`src/rtl/ucsbece154b_fifo_push_arbiter_if.sv`:
```
// Push-side bundle between NR_REQ requesters, the arbiter and one FIFO.
// master: the arbiter's view. slave: the environment (requesters + FIFO).
interface ucsbece154b_fifo_push_arbiter_if #(
  parameter int NR_REQ     = 4,
  parameter int DATA_WIDTH = 32
);
  localparam int ID_W = $clog2(NR_REQ);

  logic [NR_REQ-1:0]            req_valid_i;
  logic [NR_REQ*DATA_WIDTH-1:0] req_data_i;
  logic [NR_REQ-1:0]            req_ready_o;
  logic                         fifo_full_i;
  logic                         fifo_push_o;
  logic [DATA_WIDTH-1:0]        fifo_data_o;
  logic [ID_W-1:0]              fifo_id_o;

  modport master (
    input  req_valid_i, req_data_i, fifo_full_i,
    output req_ready_o, fifo_push_o, fifo_data_o, fifo_id_o
  );

  modport slave (
    output req_valid_i, req_data_i, fifo_full_i,
    input  req_ready_o, fifo_push_o, fifo_data_o, fifo_id_o
  );
endinterface

```
`src/rtl/ucsbece154b_fifo_push_arbiter.sv`:
```
// Round-robin push arbiter with burst locking in front of a single FIFO.
// The grant is combinational (zero-latency valid/ready); a winner keeps the
// grant for up to MAX_BURST pushes, and a dropped owner valid ends the burst
// with a single bubble cycle.
module ucsbece154b_fifo_push_arbiter #(
  parameter int NR_REQ     = 4,
  parameter int DATA_WIDTH = 32,
  parameter int MAX_BURST  = 4
) (
  input  logic                                clk,
  input  logic                                rst_n,
  ucsbece154b_fifo_push_arbiter_if.master     bus,
  output logic                                busy_o,
  output logic [$clog2(NR_REQ)-1:0]           owner_o
);
  localparam int ID_W  = $clog2(NR_REQ);
  localparam int PW    = ID_W + 1;
  localparam int CNT_W = $clog2(MAX_BURST + 1);

  typedef enum logic {IDLE = 1'b0, BURST = 1'b1} state_t;

  state_t           state_q, state_d;
  logic [ID_W-1:0]  rr_ptr_q, rr_ptr_d;
  logic [ID_W-1:0]  owner_q, owner_d;
  logic [CNT_W-1:0] cnt_q, cnt_d;
  logic [CNT_W-1:0] cnt_inc;

  logic [ID_W-1:0]  grant_idx;
  logic             grant_vld;
  logic [PW-1:0]    probe;
  logic             xfer;

  function automatic logic [ID_W-1:0] wrap_inc(input logic [ID_W-1:0] i);
    if (i == ID_W'(NR_REQ - 1)) return '0;
    return i + ID_W'(1);
  endfunction

  // Grant selection: owner while bursting, else first valid from rr_ptr onward
  always_comb begin
    grant_vld = 1'b0;
    grant_idx = '0;
    probe     = '0;
    if (state_q == BURST) begin
      grant_idx = owner_q;
      grant_vld = bus.req_valid_i[owner_q];
    end else begin
      for (int k = 0; k < NR_REQ; k++) begin
        probe = {1'b0, rr_ptr_q} + PW'(k);
        if (probe >= PW'(NR_REQ)) probe = probe - PW'(NR_REQ);
        if (!grant_vld && bus.req_valid_i[probe[ID_W-1:0]]) begin
          grant_vld = 1'b1;
          grant_idx = probe[ID_W-1:0];
        end
      end
    end
  end

  // Handshake outputs; everything is forced quiet while rst_n is low
  assign bus.req_ready_o = (grant_vld && !bus.fifo_full_i && rst_n)
                           ? (NR_REQ'(1) << grant_idx) : '0;
  assign xfer            = |(bus.req_valid_i & bus.req_ready_o);
  assign bus.fifo_push_o = xfer;
  assign bus.fifo_data_o = xfer ? bus.req_data_i[grant_idx*DATA_WIDTH +: DATA_WIDTH] : '0;
  assign bus.fifo_id_o   = xfer ? grant_idx : '0;
  assign busy_o          = rst_n && (state_q == BURST);
  assign owner_o         = owner_q;

  assign cnt_inc = cnt_q + CNT_W'(1);

  // Next-state: burst entry, counting, and the two burst exits
  always_comb begin
    state_d  = state_q;
    rr_ptr_d = rr_ptr_q;
    owner_d  = owner_q;
    cnt_d    = cnt_q;
    case (state_q)
      IDLE: begin
        if (xfer) begin
          if (MAX_BURST > 1) begin
            state_d = BURST;
            owner_d = grant_idx;
            cnt_d   = CNT_W'(1);
          end else begin
            rr_ptr_d = wrap_inc(grant_idx);
          end
        end
      end
      BURST: begin
        if (!bus.req_valid_i[owner_q]) begin
          state_d  = IDLE;
          cnt_d    = '0;
          rr_ptr_d = wrap_inc(owner_q);
        end else if (xfer) begin
          if (cnt_inc == CNT_W'(MAX_BURST)) begin
            state_d  = IDLE;
            cnt_d    = '0;
            rr_ptr_d = wrap_inc(owner_q);
          end else begin
            cnt_d = cnt_inc;
          end
        end
      end
      default: state_d = IDLE;
    endcase
  end

  // State register with asynchronous active-low reset
  always_ff @(posedge clk or negedge rst_n) begin
    if (!rst_n) begin
      state_q  <= IDLE;
      rr_ptr_q <= '0;
      owner_q  <= '0;
      cnt_q    <= '0;
    end else begin
      state_q  <= state_d;
      rr_ptr_q <= rr_ptr_d;
      owner_q  <= owner_d;
      cnt_q    <= cnt_d;
    end
  end
endmodule

```
`src/flat_wrapper.sv`:
```
// flat-port wrapper written by rule: the top's interface ports become plain ports
module ucsbece154b_fifo_push_arbiter_flat 
#(
  parameter int NR_REQ     = 4,
  parameter int DATA_WIDTH = 32,
  parameter int MAX_BURST  = 4
)
  (clk, rst_n, busy_o, owner_o, bus_req_valid_i, bus_req_data_i, bus_fifo_full_i, bus_req_ready_o, bus_fifo_push_o, bus_fifo_data_o, bus_fifo_id_o);
  ucsbece154b_fifo_push_arbiter_if #(.NR_REQ(NR_REQ), .DATA_WIDTH(DATA_WIDTH)) bus_i ();
  input  logic clk;
  input  logic rst_n;
  output logic busy_o;
  output logic [$clog2(NR_REQ)-1:0] owner_o;
  input wire logic [$bits(bus_i.req_valid_i)-1:0] bus_req_valid_i;
  input wire logic [$bits(bus_i.req_data_i)-1:0] bus_req_data_i;
  input wire logic [$bits(bus_i.fifo_full_i)-1:0] bus_fifo_full_i;
  output wire logic [$bits(bus_i.req_ready_o)-1:0] bus_req_ready_o;
  output wire logic [$bits(bus_i.fifo_push_o)-1:0] bus_fifo_push_o;
  output wire logic [$bits(bus_i.fifo_data_o)-1:0] bus_fifo_data_o;
  output wire logic [$bits(bus_i.fifo_id_o)-1:0] bus_fifo_id_o;
  assign bus_i.req_valid_i = bus_req_valid_i;
  assign bus_i.req_data_i = bus_req_data_i;
  assign bus_i.fifo_full_i = bus_fifo_full_i;
  assign bus_req_ready_o = bus_i.req_ready_o;
  assign bus_fifo_push_o = bus_i.fifo_push_o;
  assign bus_fifo_data_o = bus_i.fifo_data_o;
  assign bus_fifo_id_o = bus_i.fifo_id_o;
  ucsbece154b_fifo_push_arbiter #(.NR_REQ(NR_REQ), .DATA_WIDTH(DATA_WIDTH), .MAX_BURST(MAX_BURST)) u_core (.clk(clk), .rst_n(rst_n), .bus(bus_i), .busy_o(busy_o), .owner_o(owner_o));
endmodule
```
`config.mk`:
```
export PLATFORM = sky130hd
export DESIGN_NAME = ucsbece154b_fifo_push_arbiter_flat
export DESIGN_NICKNAME = d
export VERILOG_FILES = /design/src/rtl/ucsbece154b_fifo_push_arbiter_if.sv /design/src/rtl/ucsbece154b_fifo_push_arbiter.sv /design/src/flat_wrapper.sv
export SDC_FILE = /design/constraint.sdc
export NUM_CORES = 1
export LEC_CHECK = 0
export CORE_ASPECT_RATIO = 0.6
export CORE_MARGIN = 3
export CORE_UTILIZATION = 28
export CTS_CLUSTER_SIZE = 25
export DETAILED_ROUTE_END_ITERATION = 16
export GPL_TIMING_DRIVEN = 1
export PLACE_DENSITY = 0.89
export RECOVER_POWER = 25
export SLEW_MARGIN = 10
export SYNTH_ARGS = -nofsm -noshare
export SYNTH_HDL_FRONTEND = slang
export SYNTH_SLANG_ARGS = --single-unit
```
`constraint.sdc`:
```
create_clock -name clk -period 4.6 [get_ports clk]
set_clock_uncertainty 0.05 [all_clocks]
set_input_delay 1.38 -clock clk [delete_from_list [all_inputs] [get_ports clk]]
set_output_delay 1.38 -clock clk [all_outputs]
set_load 0.005 [all_outputs]
```
Yosys cells after proc, flatten, opt, wreduce, memory -nomap -nowiden
Index checks and enable logic that the tools add are counted.
{"block": "word_totals", "inputBits": 135, "register_bits": 8}
{"block": "op_classes", "add_sub_neg": 9, "mux": 58, "n_lt_le_gt_ge": 9, "bitwise_logic": 2, "shift": 2, "n_eq_ne": 5, "reduce_logical": 14}
{"op": "$shiftx 128x8->32", "count": 1}
{"op": "$mux 2", "count": 21}
{"op": "$mux 32", "count": 1}
{"op": "$mux 1", "count": 24}
{"op": "$lt 2x3->1 const B", "count": 5}
{"op": "$mux 3", "count": 4}
{"op": "$bmux 1 s2", "count": 5}
{"op": "$ge 3x3->1 const B", "count": 3}
{"op": "$sub 2x1->2 const B", "count": 4}
{"op": "$add 2x2->3 const B", "count": 2}
{"op": "$logic_and 1x1->1", "count": 6}
{"op": "$ne 3x3->1 const B", "count": 2}
{"op": "$pmux 3 s2", "count": 1}
{"op": "$and 4x4->4", "count": 1}
{"op": "$logic_not 1->1", "count": 4}
{"op": "$mux 4", "count": 1}
{"op": "$reduce_and 2->1", "count": 2}
{"op": "$reduce_or 4->1", "count": 1}
{"op": "$shl 1x2->4 const A", "count": 1}
{"op": "$add 2x1->3 const B", "count": 1}
{"op": "$add 3x1->3 const B", "count": 1}
{"op": "$eq 3x3->1 const B", "count": 1}
{"op": "$ge 2x3->1 const B", "count": 1}
{"op": "$reduce_and 3->1", "count": 1}
{"op": "5 further kinds", "count": 5}

Depth between registers and ports, before layout
Gate-level depths: netlist (run 1).
{"block": "depth", "ltp_word": 32, "ltp_mapped": 8, "ltp_nobuf": 6}

Worst setup path after synthesis (run 1)
No wires, ideal clock.
{"block": "synth_timing", "path_type": "in2out", "start": "input bus_req_valid_i[1]", "end": "output bus_fifo_data_o[16]", "cell_stages": 8, "arrival_time_ns": 2.697, "slack_ns": 0.473, "path_cell_list": "nor4_1 -> or2_1 -> o41ai_2 -> buf_4 -> buf_6 -> buf_12 -> mux2i_1 -> o22ai_1"}
{"block": "synth_between", "elab_chain_cells": 22, "elab_cells_between_ends": 37, "cone_classes": "2 x shift; 25 x mux; 1 x bitwise; 9 x reduce/logical"}
{"item": "start, declared", "line": "flat_wrapper.sv:14", "rtl": "input wire logic [$bits(bus_i.req_valid_i)-1:0] bus_req_valid_i;"}
{"item": "branches (longest 21 deep; another with $bmux 1 s2)"}
{"item": "$mux 32 (*)", "line": "ucsbece154b_fifo_push_arbiter.sv:63", "rtl": "assign bus.fifo_data_o = xfer ? bus.req_data_i[grant_idx*DATA_WIDTH +: DATA_WIDTH] : '0;"}
{"item": "end, declared", "line": "flat_wrapper.sv:19", "rtl": "output wire logic [$bits(bus_i.fifo_data_o)-1:0] bus_fifo_data_o;"}
Every way passes the cells marked *. The select of a mux whose other input is x is not followed.

Final worst setup path (run 1)
{"block": "layout_timing", "start": "input bus_req_valid_i[0]", "end": "output bus_fifo_data_o[15]"}
The elaborated chain is that of the path after synthesis.

==> flow_summary.ini, run 1 <==
[routing]
wire_per_inst_um = 20.0
drtIter0Drc = 84
drtPass1Iterations = 4
drc = 0
via_count = 2510
postRouteAntennaNets = 0
wl_um = 9660
via_per_inst = 5.19

[cts]
root_buffer = clkbuf_8
hold_buffers = 0
clkTransAtPathRegs_ns = 0.04
clk_latency_ns = 0.23
clock_path_buffers = 2
cts_tree = yes
cts_buffers = 3
clock-sinks = 8
cts_max_level = 1

[timing]
fin_crit_ns = 4.62
finalCritPeriodShare_pct = 100
tightest_slew_ns = 0.518
setup_slack_ns = -0.0183
slew_headroom_pct = 65.5
rsz0062_at_grt = true
setup_viol = 3
maxSlewViolCount = 0
hold_viol = 0
hold_ws_ns = 0.510
fmaxAchievable_mhz = 217

[pwr]
total_power_w = 0.00216
p_per_area_nw_per_um2 = 506
cellLeakagePower_nw = 1.93
ir_drop_mv = 0.226

[synth]
netlist_instances = 184
synth_fp_nets = 322
yosys.area.top_type = mux2i_1
synth_warnings = 0
syn_area_per_cell_um2 = 8.62
synth_area_um2 = 1590
synth.distinct_cells = 35
synth_top_area_share_pct = 41.0
synthTopCellsByArea = mux2i_1 (41%), dfrtp_1 (13%), o22ai_1 (13%)
synth.ff_latch_count = 8
yosysSeqAreaShare_pct = 12.6

[status]
outcome = finished with violations
violations = negative setup slack

[grt]
grt.total_usage_pct = 25.7
grt_pass1_wl_um = 13200
grt_antenna_before_repair = 0
grt_max_degree = 12
grt_overflow = 0
first_global_vias = 2513

[critical_path]
ff2ff_path_depth = 7
crit_arrival_ns = 3.19
rrSetupSlack_ns = 2.59
worstPathMaxFanout = 6
end_kind = output port
required_ns = 3.17
setup.worst_path.class = in -> out
worstSetupStartpointType = input pin

[layout]
areaGrowthSynthToFinish_pct = 169
final_cell_area_um2 = 4270
nets = 558
antenna_cells = 0
drive_above_1_share_pct = 31.6
fin_util_pct = 81.2

[place]
place.gp.congestion = 0.898
io_buffers = 176
dp_hpwl_um = 6980
place_area_um2 = 3630

[run]
drv_cap = 0

[die]
dieArea_um2 = 6630
fp.dieH_um = 64.3
start_util_pct = 30.2
die_x_um = 103
io_pins = 177
row_count = 20
coreArea_um2 = 5260

[hold_path]
min-delay-path-class = reg -> reg
min_path_cells = 2
per-stage QoR:
stage	instances	TNS, ns	setup WS [ns]
finish	484	-0.0391	-0.0183
global route	484	-0.904	-0.106
CTS	469	-0.123	-0.0480
detailed placement	441	-24.11	-0.739
global placement	441	-22.73	-0.713
floorplan	184	0	0.473
what timing repair did:
action,CTS,global route
setup endpoints to repair,39,36
resized for setup,179,35
endpoints found under the hold margin,0,0
pin swaps,24,10
setup buffers,23,15
cloned,5,0
worst max-delay path, stage by stage:
cell,delay (ns)
buf_6,0.10
buf_6,0.11
buf_4,0.13
mux4_2,0.48
nand2_2,0.10
a21o_1,0.19
inv_4,0.08
nand2_4,0.11
buf_12,0.12
buf_16,0.12
o22ai_1,0.09
buf_2,0.16
kinds of logic (layout without fill, tap and decap cells):
family | Yosys count | after routing | synth area share (%)
multiplexers | 69 | 69 | 44.6
AO/OA/AOI/OAI | 53 | 53 | 22.5
AND/OR/NAND/NOR | 33 | 33 | 10.4
buffers and inverters | 18 | 252 | 7.57
flip-flops | 8 | 8 | 12.6
adder cells (fa/ha/maj) | 3 | 3 | 2.37
metal layers:
metal / routed length (um) / vias to the layer above / global-route usage, % / part of all wire (%)
li1: - / 1193 / - / -
met1: 3710 / 1165 / 31.5 / 38
met2: 4870 / 120 / 45.8 / 50
met3: 671 / 32 / 3.93 / 6.9
met4: 402 / 0 / 7.92 / 4.2
met5: 0 / - / 0 / 0
registers in the layout (all words and copies together) (netlist names):
register         cells
u_core.cnt_q         3
u_core.owner_o       2
u_core.rr_ptr_q      2
u_core.state_q       1
worst paths after layout:
| path | start | end |
|---|---|---|
| min in group asynchronous | rst_n | u_core.state_q |
| min | u_core.cnt_q[2] | u_core.cnt_q[2] |
| max reg2reg | u_core.owner_o[0] | u_core.cnt_q[0] |
| min reg2reg | u_core.cnt_q[2] | u_core.cnt_q[2] |
| max in group asynchronous | rst_n | u_core.cnt_q[0] |
| max | bus_req_valid_i[0] | bus_fifo_data_o[15] |
cells in the mapped netlist (all sizes together):
| library cell | number |
|---|---|
| mux4 | 1 |
| and3 | 2 |
| or2 | 1 |
| a21boi | 2 |
| nor4 | 1 |
| o22ai | 32 |
| o41a | 1 |
| nand2 | 9 |
| ha | 3 |
| a21o | 1 |
| a21oi | 4 |
| o211ai | 1 |
| and2 | 3 |
| o21bai | 1 |
| o21a | 1 |
| a22o | 1 |
| mux2 | 3 |
| buf | 15 |
| o22a | 1 |
| nor2 | 8 |
| nor3 | 1 |
| o21ai | 4 |
| o41ai | 4 |
| or3 | 2 |
| nand2b | 3 |
| mux2i | 65 |
| dfrtp | 8 |
| inv | 3 |
| nor2b | 3 |
area by class of cell:
type | instances | area [um2]
sequential | 8 | 200
timing repair buffer | 246 | 2480
inverter | 3 | 13.8
multi-input combinational | 158 | 1450
clock buffer | 3 | 41.3
fill | 304 | 990
tap | 66 | 82.6
placed cells by master (no fill, tap or decap), types with 2 or more instances in the layout:
cell type	n
or3_1	2
a21oi_1	3
dlygate4sd2_1	4
buf_16	4
buf_4	34
and2_1	3
buf_12	13
nand2b_1	2
clkdlybuf4s50_1	133
clkbuf_2	2
mux2i_1	56
nor2_1	8
inv_1	2
mux2_2	3
o41ai_1	2
buf_6	18
and3_1	2
buf_2	25
o22ai_2	4
buf_8	2
o22ai_1	27
o21ai_0	4
nand2_1	6
mux2i_4	4
ha_1	3
clkbuf_8	3
clkdlybuf4s15_1	8
dfrtp_1	8
nor2b_1	2
mux2i_2	5
report_power, final:
part	internal, W	leakage (nW)	switching (W)
clock network	0.0000568	0.0216	0.0000286
logic	0.00120	1.80	0.000721
registers	0.0000992	0.100	0.0000546
(Power assumes the default switching activity.)
==> inputs of run 2 (changes only) <==
--- a/config.mk
+++ b/config.mk
@@ -5,13 +5,14 @@
 export SDC_FILE = /design/constraint.sdc
 export NUM_CORES = 1
 export LEC_CHECK = 0
+export ABC_AREA = 1
 export CORE_ASPECT_RATIO = 0.6
 export CORE_MARGIN = 3
-export CORE_UTILIZATION = 28
+export CORE_UTILIZATION = 36
 export CTS_CLUSTER_SIZE = 25
 export DETAILED_ROUTE_END_ITERATION = 16
 export GPL_TIMING_DRIVEN = 1
-export PLACE_DENSITY = 0.89
+export PLACE_DENSITY = 0.91
 export RECOVER_POWER = 25
 export SLEW_MARGIN = 10
 export SYNTH_ARGS = -nofsm -noshare
==> run 2 against run 1 <==
Highest routed layer unchanged. The flow still finishes with violations (negative setup slack). Largest cell class unchanged. Cell area increased by 21%. Final cell count is 54% higher. Die area increased by 18%. Clock power increased by 72%.
==> flow_summary.ini, run 2 <==
[hold_path]
hold_path_end = u_core.cnt_q[1]
min_path_cells = 2
worstHoldStart = u_core.cnt_q[1]
min-delay-path-class = reg -> reg

[critical_path]
ff2ff_path_depth = 17
cp_common_cell = nand2_1
cp_slowest_cell = buf_12
required_ns = 3.17
cp_top_family = simple AND/OR/NAND/NOR gates
crit_buf_inv = 6
worstSetupStartpointType = input pin
r2r_start = u_core.rr_ptr_q[0]
worstPathMaxFanout = 7
crit_arrival_ns = 3.23
rrSetupSlack_ns = 1.53
end_kind = output port
setup.worst_path.class = in -> out
crit_path_max_incr_delay_ns = 0.15
path_cells = buf_6, inv_4, nand2_4, nand2_2, nand2_1, nand2_2, nand3_4, nor2_4, nor2_4, buf_12, nand2_8, buf_12, clkbuf_16, nand2_1, nand2_1, nand2_1, a21oi_2, buf_2
r2r-end = u_core.rr_ptr_q[0]

[layout]
nets = 799
mostFrequentLayoutCell = nand2_1
fillers = 400
largest_reg_flops = 3
antenna_cells = 0
largest-register = u_core.cnt_q
areaGrowthSynthToFinish_pct = 112
final_cell_mix = nand2_1 (212), clkdlybuf4s50_1 (131), nand3_1 (46), a21oi_2 (29), buf_4 (29)
drive_above_1_share_pct = 32.5

[synth]
synthTopCellsByArea = nand2_1 (36%), nand3_1 (11%), nand3_2 (9.0%)
synthFlopType = dfrtp_1
async_flop_share_pct = 100
yosysSeqAreaShare_pct = 8.20
netlist_instances = 444
syn_area_per_cell_um2 = 5.50
synth_top_area_share_pct = 36.3
yosys.area.top_type = nand2_1
synth_area_um2 = 2440
synth-edff-count = 0
synth.ff_latch_count = 8
synth.most_common_cell = nand2_1
synth.top_cells.by_count = nand2_1 (236), nand3_1 (55), a21oi_2 (24)
synth_fp_nets = 582
synth.distinct_cells = 27
synth_warnings = 0

[grt]
grt_overflow = 0
grt_antenna_before_repair = 0
grt_max_degree = 19
first_global_vias = 4013
grt.total_usage_pct = 30.1
grt_pass1_wl_um = 19500

[die]
fp.dieH_um = 69.8
row_count = 22
coreArea_um2 = 6330
start_util_pct = 38.6
dieArea_um2 = 7840
io_pins = 177
die_x_um = 112

[routing]
met1_length_um = 4980
highest_layer = met4
drc = 0
postRouteAntennaNets = 0
drtPass1Iterations = 5
via_per_inst = 5.43
wl_met2_um = 6170
via_count = 4035
wl_met3_um = 1180
drtIter0Drc = 373
wire_per_inst_um = 17.4
wl_um = 12900

[cts]
clk_latency_ns = 0.23
clock_path_buffers = 2
hold_buffers = 0
cts_buffers = 3
root_buffer = clkbuf_16
cts_max_level = 1
clock-sinks = 8
cts_tree = yes
clkTransAtPathRegs_ns = 0.04

[status]
outcome = finished with violations
violations = negative setup slack

[place]
io_buffers = 176
pre_cts_ws_ns = -0.709
place.gp.congestion = 0.943
dp_hpwl_um = 7750

[timing]
fin_crit_ns = 4.66
tightest_slew_ns = 0.686
fmaxAchievable_mhz = 215
slew_headroom_pct = 54.2
setup_slack_ns = -0.0574
setup_viol = 5
finalCritPeriodShare_pct = 101
maxSlewViolCount = 0
rsz0062_at_grt = true
hold_viol = 0
hold_ws_ns = 0.564

[run]
drv_cap = 0

[pwr]
total_power_w = 0.00441
ir_drop_mv = 0.561
p_per_area_nw_per_um2 = 852
cellLeakagePower_nw = 2.58
## run 2: logic make-up after synthesis
family | Yosys count | synth area share, %
AO/OA/AOI/OAI | 43 | 12.6
AND/OR/NAND/NOR | 338 | 62.2
flip-flops | 8 | 8.20
XOR/XNOR | 1 | 0.359
buffers and inverters | 51 | 15.1
adder cells (fa/ha/maj) | 3 | 1.54
## run 2: worst register-to-register path, stage by stage, from the launching register on
cell and delay, ns:
dfrtp_1 0.77, inv_4 0.18, nand2_1 0.14, nand2_2 0.10, nand2_4 0.10, nand2_4 0.07, nand3_4 0.09, nor2_4 0.05
buf_4 0.12, buf_4 0.12, inv_1 0.05, nand2_2 0.09, buf_4 0.18, buf_4 0.13, a21oi_1 0.32, nand2_1 0.13
nand2_1 0.10, o21ai_0 0.12
## run 2: routing by layer
metal	track usage [%]	vias up
li1	-	1858
met1	34.9	1849
met2	53.0	268
met3	5.75	60
met4	14.8	0
met5	0	-
## run 2: worst max path at each step
| stage | slack [ns] | start | endpoint | cells after the start |
|---|---|---|---|---|
| after CTS | 0.007 | bus_req_valid_i[3] | bus_fifo_data_o[21] | 19 |
| final | -0.06 | bus_req_valid_i[2] | bus_fifo_data_o[8] | 18 |
| after global placement | -0.57 | bus_req_valid_i[2] | bus_fifo_data_o[25] | 17 |
| after detailed placement | -0.71 | bus_req_valid_i[2] | bus_fifo_data_o[14] | 17 |
| after floorplan | 0.55 | bus_req_valid_i[3] | bus_fifo_data_o[26] | 15 |
| after global routing | -0.11 | bus_req_valid_i[2] | bus_fifo_data_o[7] | 18 |
## run 2: area by class of cell
| cell class | count | area, um2 | area share (%) |
|---|---|---|---|
| tap | 84 | 105 | 2.03 |
| clock buffer | 3 | 75.1 | 1.45 |
| timing repair buffer | 245 | 2600 | 50.2 |
| sequential | 8 | 200 | 3.87 |
| inverter | 18 | 90.1 | 1.74 |
| multi-input combinational | 385 | 2100 | 40.7 |
## run 2: metrics by stage
stage	std cells	utilization (%)	TNS [ns]	instance area (um2)
3_5_place_dp	694	68.2	-24.61	4320
3_3_place_gp	694	68.2	-19.36	4320
2_1_floorplan	444	-	0	2440
6_report	743	81.7	-0.0916	5170
4_1_cts	737	79.5	0	5030
5_1_grt	743	81.7	-1.03	5170
## run 2: power breakdown
part	leakage (nW)	switching [W]	internal, W
sequential	0.0985	0.0000813	0.000105
combinational	2.44	0.00210	0.00197
clock	0.0370	0.0000348	0.000112
total	2.58	0.00222	0.00219
## run 2: timing repair
item | CTS | global route
setup endpoints to repair | 39 | 38
gates resized for setup | 178 | 69
hold endpoints to repair | 0 | 0
setup buffers | 30 | 13
pin swaps | 33 | 27
gates cloned | 10 | 1
